### config.mk
export PLATFORM = sky130hd
export DESIGN_NAME = wrapped_instrumented_adder_brent_block
export DESIGN_NICKNAME = d
export VERILOG_FILES = /design/src/rtl/wrapped_instrumented_adder_brent_block_pkg.sv /design/src/rtl/wrapped_instrumented_adder_brent_block_instrumented_adder.sv /design/src/rtl/wrapped_instrumented_adder_brent_block.sv
export SDC_FILE = /design/constraint.sdc
export NUM_CORES = 1
export LEC_CHECK = 0
export BUFFER_PORTS_ARGS = -buffer_cell sky130_fd_sc_hd__buf_2
export CAP_MARGIN = 5
export CORE_ASPECT_RATIO = 1.2
export CORE_MARGIN = 5
export CORE_UTILIZATION = 51
export DETAILED_ROUTE_END_ITERATION = 8
export GPL_ROUTABILITY_DRIVEN = 0
export MAX_ROUTING_LAYER = met4
export PLACE_DENSITY = 0.81
export SETUP_SLACK_MARGIN = 0.5
export SLEW_MARGIN = 0
export SYNTH_ARGS = -nofsm -noshare
export SYNTH_HDL_FRONTEND = slang
export SYNTH_SLANG_ARGS = --single-unit
### constraint.sdc
create_clock -name wb_clk_i -period 6.53 [get_ports wb_clk_i]
set_input_delay 0.9795 -clock wb_clk_i [delete_from_list [all_inputs] [get_ports wb_clk_i]]
set_output_delay 0.9795 -clock wb_clk_i [all_outputs]
set_load 0.02 [all_outputs]
### src/rtl/wrapped_instrumented_adder_brent_block_pkg.sv
// Shared constants for the instrumented Brent-Kung adder wrapper:
// register map, control-word bit positions and reset values.
package wrapped_instrumented_adder_brent_block_pkg;

    localparam int WIDTH = 32;

    typedef logic [WIDTH-1:0] word_t;

    localparam logic [2:0] ADDR_A_INPUT = 3'd0;
    localparam logic [2:0] ADDR_B_INPUT = 3'd1;
    localparam logic [2:0] ADDR_EXT_B   = 3'd2;
    localparam logic [2:0] ADDR_RING_B  = 3'd3;
    localparam logic [2:0] ADDR_S_OUT_B = 3'd4;

    localparam int CTRL_WR      = 4;
    localparam int CTRL_RING_EN = 5;
    localparam int CTRL_CLR     = 6;
    localparam int OENB_WR      = 4;

    localparam word_t RST_A_INPUT = 32'h0000_0000;
    localparam word_t RST_B_INPUT = 32'h0000_0000;
    localparam word_t RST_EXT_B   = 32'h0000_0000;
    localparam word_t RST_RING_B  = 32'h0000_0000;
    localparam word_t RST_S_OUT_B = 32'h01FF_FFFF;

endpackage

### src/rtl/wrapped_instrumented_adder_brent_block_instrumented_adder.sv
// Operand muxing, 32-bit Brent-Kung prefix adder, feedback selection and
// the chain_out flop that closes the ring oscillator loop.
module instrumented_adder
    import wrapped_instrumented_adder_brent_block_pkg::*;
(
    input  logic  wb_clk_i,
    input  logic  rst_n,
    input  logic  ring_en,
    input  word_t a_input,
    input  word_t b_input,
    input  word_t ext_b,
    input  word_t ring_b,
    input  word_t s_out_b,
    output word_t sum,
    output logic  cout,
    output logic  chain_out,
    output logic  chain_rise
);

    word_t a_eff;
    word_t g_pre;
    word_t p_pre;
    logic  fb;

    assign a_eff = (~ext_b & a_input) | (~ring_b & {WIDTH{chain_out}});

    // Up-sweep builds block prefixes at power-of-two boundaries; down-sweep
    // fills in the remaining positions. g_pre[i] ends as carry out of bit i.
    always_comb begin
        g_pre = a_eff & b_input;
        p_pre = a_eff ^ b_input;
        for (int l = 0; l < 5; l++) begin
            for (int i = 0; i < WIDTH; i++) begin
                if (((i + 1) % (2 ** (l + 1))) == 0) begin
                    g_pre[i] = g_pre[i] | (p_pre[i] & g_pre[i - 2 ** l]);
                    p_pre[i] = p_pre[i] & p_pre[i - 2 ** l];
                end
            end
        end
        for (int l = 3; l >= 0; l--) begin
            for (int i = 0; i < WIDTH; i++) begin
                if ((((i + 1) % (2 ** (l + 1))) == 2 ** l) && (i >= 2 ** (l + 1))) begin
                    g_pre[i] = g_pre[i] | (p_pre[i] & g_pre[i - 2 ** l]);
                    p_pre[i] = p_pre[i] & p_pre[i - 2 ** l];
                end
            end
        end
    end

    assign sum  = (a_eff ^ b_input) ^ {g_pre[WIDTH-2:0], 1'b0};
    assign cout = g_pre[WIDTH-1];
    assign fb   = |(sum & ~s_out_b);

    assign chain_rise = ring_en & ~chain_out & ~fb;

    always_ff @(posedge wb_clk_i or negedge rst_n) begin
        if (!rst_n) begin
            chain_out <= 1'b0;
        end else if (ring_en) begin
            chain_out <= ~fb;
        end
    end

endmodule

### src/rtl/wrapped_instrumented_adder_brent_block.sv
// Wrapper: logic-analyser register file, cycle/edge counters, LA/IO mapping
// and project-select gating around the instrumented adder.
module wrapped_instrumented_adder_brent_block
    import wrapped_instrumented_adder_brent_block_pkg::*;
(
    input  logic        wb_clk_i,
    input  logic        rst_n,
    input  logic        active,
    input  logic [31:0] la1_data_in,
    output logic [31:0] la1_data_out,
    input  logic [31:0] la1_oenb,
    input  logic [31:0] la2_data_in,
    output logic [31:0] la2_data_out,
    input  logic [31:0] la2_oenb,
    input  logic [31:0] la3_data_in,
    output logic [31:0] la3_data_out,
    input  logic [31:0] la3_oenb,
    input  logic [37:0] io_in,
    output logic [37:0] io_out,
    output logic [37:0] io_oeb
);

    word_t a_input, b_input, ext_b, ring_b, s_out_b;
    word_t cycle_cnt, edge_cnt;
    word_t sum;
    logic  cout, chain_out, chain_rise;
    logic  wr_en, ring_en, cnt_clr;
    logic  unused_inputs;

    assign wr_en   = la1_data_in[CTRL_WR] & ~la1_oenb[OENB_WR];
    assign ring_en = la1_data_in[CTRL_RING_EN];
    assign cnt_clr = la1_data_in[CTRL_CLR];

    assign unused_inputs = ^{la1_data_in[31:7], la1_data_in[3], la1_oenb[31:5],
                             la1_oenb[3:0], la2_oenb, la3_data_in, la3_oenb, io_in};

    always_ff @(posedge wb_clk_i or negedge rst_n) begin
        if (!rst_n) begin
            a_input <= RST_A_INPUT;
            b_input <= RST_B_INPUT;
            ext_b   <= RST_EXT_B;
            ring_b  <= RST_RING_B;
            s_out_b <= RST_S_OUT_B;
        end else if (wr_en) begin
            case (la1_data_in[2:0])
                ADDR_A_INPUT: a_input <= la2_data_in;
                ADDR_B_INPUT: b_input <= la2_data_in;
                ADDR_EXT_B:   ext_b   <= la2_data_in;
                ADDR_RING_B:  ring_b  <= la2_data_in;
                ADDR_S_OUT_B: s_out_b <= la2_data_in;
                default: ;
            endcase
        end
    end

    // Clear wins over increment; both counters wrap naturally at 2^32.
    always_ff @(posedge wb_clk_i or negedge rst_n) begin
        if (!rst_n) begin
            cycle_cnt <= '0;
            edge_cnt  <= '0;
        end else if (cnt_clr) begin
            cycle_cnt <= '0;
            edge_cnt  <= '0;
        end else begin
            if (ring_en)    cycle_cnt <= cycle_cnt + 32'd1;
            if (chain_rise) edge_cnt  <= edge_cnt + 32'd1;
        end
    end

    instrumented_adder u_adder (
        .wb_clk_i   (wb_clk_i),
        .rst_n      (rst_n),
        .ring_en    (ring_en),
        .a_input    (a_input),
        .b_input    (b_input),
        .ext_b      (ext_b),
        .ring_b     (ring_b),
        .s_out_b    (s_out_b),
        .sum        (sum),
        .cout       (cout),
        .chain_out  (chain_out),
        .chain_rise (chain_rise)
    );

    assign la1_data_out = active ? cycle_cnt : 32'd0;
    assign la2_data_out = active ? sum       : 32'd0;
    assign la3_data_out = active ? edge_cnt  : 32'd0;
    assign io_out       = active ? {36'd0, cout, chain_out} : 38'd0;
    assign io_oeb       = active ? 38'd0 : {38{1'b1}};

endmodule

==> qor.csv <==
stage,metric,value,unit
yosys,synth-seq-cells,225,
detailed_routing,final_antenna_net_count,0,
yosys,yosysWarnings,0,
yosys,synth_area,0.01222,mm^2
power_and_ir_drop,finalPower,4.538,mW
setup_path,worstPathRequired,6.94,ns
setup_path,critPathKind,register to register,
yosys,synth_cell_types,49,
timing,slew_headroom,21.74,%
timing,fin_setup_tns,0,ns
power_and_ir_drop,seqPwrFrac,39.3,%
setup_path,rrSetupSlack,0.78,ns
worst_hold_path,hold_class,register to register,
cells_and_area,drive_above_1_share,33.46,%
yosys,yosys.area.top_type,dfrtp_1,
floorplan,ios,405,
timing,finalCritPeriodShare,88.08,%
placement,io_buffers,177,
timing,hold_viol,0,
cells_and_area,fin_util,58.46,%
power_and_ir_drop,p_int,3.102,mW
detailed_routing,first_pass_iters,5,
clocking,cts.sinks,225,
clocking,cts_root_buf,clkbuf_16,
floorplan,die_y,179.6,um
power_and_ir_drop,power_density,326.0,mW/mm^2
timing,timing.final.ws_setup,0.7781,ns
yosys,synth_edf_count,0,
setup_path,worstReg2RegEnd,edge_cnt[20],
power_and_ir_drop,ir_worst_vdd,0.0002486,V
power_and_ir_drop,net-switching-power,1.436,mW
grt,busiest_layer,met2,
floorplan,initial_core_util,51.31,%
clocking,cts_tree,yes,
setup_path,timing.rr.start,u_adder.chain_out,
grt,grt_max_degree,122,
grt,grt_util_met1,26.88,%
floorplan,core_area,0.02382,mm^2
status,status,completed,
clocking,clk_path_buf_depth,3,
setup_path,crit_path_end_kind,register,
yosys,synth_area_leaders,"dfrtp_1, mux2_2, dfstp_2",
worst_hold_path,whs_path_depth,1,
setup_path,worst_ep_arrival_time,6.16,ns
detailed_routing,drt-initial-drc-count,339,
yosys,ys_seq_area_share,46.33,%
grt,grtUsageTotal,21.36,%
clocking,numCtsBuffers,24,
timing,worst_pin_slew,1.171,ns
timing,finalSetupViolations,0,
yosys,synthArstFlopShare,100.0,%
cells_and_area,n_fill_cell,1980,
detailed_routing,avgRoutedWirePerCell,17.68,um
setup_path,start_kind,register,
worst_hold_path,min_from,a_input[1],
yosys,synthTopCellsByCount,"dfrtp_1, mux2_2, and2_1, nor2_1, buf_4",
power_and_ir_drop,sw_frac_of_total,31.64,%
timing,fin_crit,5.752,ns
detailed_routing,drc,0,
grt,grt_first_pass_wirelength,46.21,mm
yosys,synth_top_area_share,40.95,%
cells_and_area,nNetsFinal,1548,
detailed_routing,totalWireLength,28.38,mm
grt,antenna_found_initial,3,
detailed_routing,vias,8718,
power_and_ir_drop,p_leak,6.698,nW
grt,overflow,0,
grt,grtUsageMet3,3.325,%
setup_path,worstRegToRegCells,19,
setup_path,crit_fanout,15,
placement,place_hpwl,19.39,mm
floorplan,rows,62,
cells_and_area,area_growth_syn_to_layout,13.92,%
yosys,synth_flop_cell,dfrtp_1,
clocking,path_clk_slew,0.06,ns
worst_hold_path,min_to,a_input[1],
placement,dp_slack,0.2431,ns
timing,rsz0062_at_grt,false,
power_and_ir_drop,p_clk_share,31.6,%
floorplan,die_area,0.02717,mm^2
yosys,synth.most_common_cell,dfrtp_1,
timing,maxSlewViolCount,0,
clocking,clk_latency,0.52,ns
detailed_routing,vias_per_cell,5.432,
clocking,cts_setup_buffers,0,
power_and_ir_drop,p_comb_share,29.0,%
timing,timing.hold.ws,0.5028,ns
yosys,syn_avg_cell_area,10.80,um^2
clocking,cts-htree-levels,1,
timing,finClkSkew,0.02177,ns
flow_run,maxCapViolCount,0,
floorplan,die_w,151.3,um
yosys,netlist_instances,1132,
grt,gr-usage-met2,36.00,%
timing,clock.fmax,173.9,MHz
grt,grt_pass1_vias,8975,
==> timing repair <==
| item | CTS | global route |
|---|---|---|
| gates resized for setup | 2 | 9 |
| setup endpoints to repair | 15 | 24 |
| gates cloned | 0 | 1 |
| pin swaps | 0 | 3 |
| hold buffers | 0 | 0 |
==> power by group through the flow <==
stage | Sequential [mW] | Combinational [mW] | Clock, mW
after floorplan | 1.77 | 0.926 | 0
after global placement | 1.79 | 1.26 | 0
after detailed placement | 1.81 | 1.29 | 0
after CTS | 1.78 | 1.31 | 1.46
after global routing | 1.81 | 1.45 | 1.51
final | 1.79 | 1.32 | 1.44
==> through the flow <==
step           std cells  cell area, um^2
4_1_cts             1601            13870
3_3_place_gp        1559            13040
2_1_floorplan       1167            12350
6_report            1605            13920
5_1_grt             1605            13920
3_5_place_dp        1559            13040
==> state kept, by name, summed over array words and instances, names as in the netlist <==
register / flops
ring_b: 32
ext_b: 32
u_adder.chain_out: 1
edge_cnt: 32
b_input: 32
cycle_cnt: 32
s_out_b: 32
a_input: 32
==> worst max-delay path, cell delays in order, from the launching register on <==
cell	delay, ns
dfrtp_1	0.44
clkinvlp_4	0.22
buf_12	0.21
o22ai_1	0.25
ha_1	0.31
a211oi_1	0.26
o21ai_1	0.17
buf_4	0.19
o21ai_0	0.16
nand2_1	0.11
a21bo_2	0.25
a21o_1	0.18
a21o_1	0.18
fa_1	0.37
xor2_1	0.19
a221oi_2	0.42
nand4bb_2	0.30
or4b_4	0.72
nor4_1	0.31
mux2_2	0.37
==> metal layers <==
layer,wire [um],vias to the layer above
li1,-,4042
met1,11590,4381
met2,14550,251
met3,1736,44
met4,504,0
met5,0,-
==> layout make-up <==
type | count | area, um^2 | share of cell area [%]
diodes | 3 | 7.507 | 0.05392
well taps | 320 | 400.4 | 2.876
flip-flops and latches | 225 | 5662 | 40.67
clock inverters | 7 | 135.1 | 0.9706
clock buffers | 35 | 693.2 | 4.979
inverters | 64 | 244.0 | 1.752
repair buffers | 188 | 991.0 | 7.118
multi-input cells | 763 | 5789 | 41.58
==> how the worst max path moves through the flow <==
stage | start | end | slack, ns | depth (start not counted)
global route | u_adder.chain_out | edge_cnt[20] | 0.51 | 18
global placement | u_adder.chain_out | edge_cnt[20] | 0.42 | 19
detailed placement | u_adder.chain_out | edge_cnt[20] | 0.24 | 19
floorplan | u_adder.chain_out | edge_cnt[20] | 1.42 | 20
CTS | u_adder.chain_out | edge_cnt[20] | 0.58 | 19
finish | u_adder.chain_out | edge_cnt[20] | 0.78 | 19
==> cell usage in the layout (no fill, tap or decap), types with 3 or more instances in the layout <==
master,Yosys,routed
buf_4,73,10
a21o_1,10,10
xnor2_1,18,18
o21ai_0,26,23
nand2_1,51,51
clkbuf_1,34,7
and2_1,84,84
clkinv_2,0,3
a211oi_1,4,4
nand3_1,18,18
nor4_1,4,4
nand2b_1,13,13
and3_1,13,13
o211ai_1,3,3
inv_1,63,63
buf_2,3,176
or3_1,14,14
or4_1,5,5
and4_1,7,7
clkbuf_16,0,25
dfrtp_1,200,200
a21oi_1,26,26
xor2_1,30,30
nor3_1,15,15
diode_2,0,3
fa_1,16,16
bufinv_16,0,4
conb_1,1,36
mux2_2,167,167
ha_1,33,33
nand4_1,12,12
nor2b_1,13,13
o31ai_1,5,5
nor2_1,82,80
o22ai_1,37,37
dfstp_2,25,25
clkbuf_8,0,3
==> kinds of logic (layout without fill, tap and decap cells) <==
group / after synthesis / after routing / synth area share (%)
and+or+nand+nor: 338 / 339 / 14.63
DFF: 225 / 225 / 46.33
buffers and inverters: 180 / 294 / 7.863
muxes: 169 / 169 / 15.55
AOI/OAI and AO/OA: 122 / 122 / 6.153
adders and majority gates: 49 / 49 / 6.000
xor gates and xnor gates: 48 / 48 / 3.440
other: 1 / 39 / 0.03069
Power figures use the tool's default switching activity.
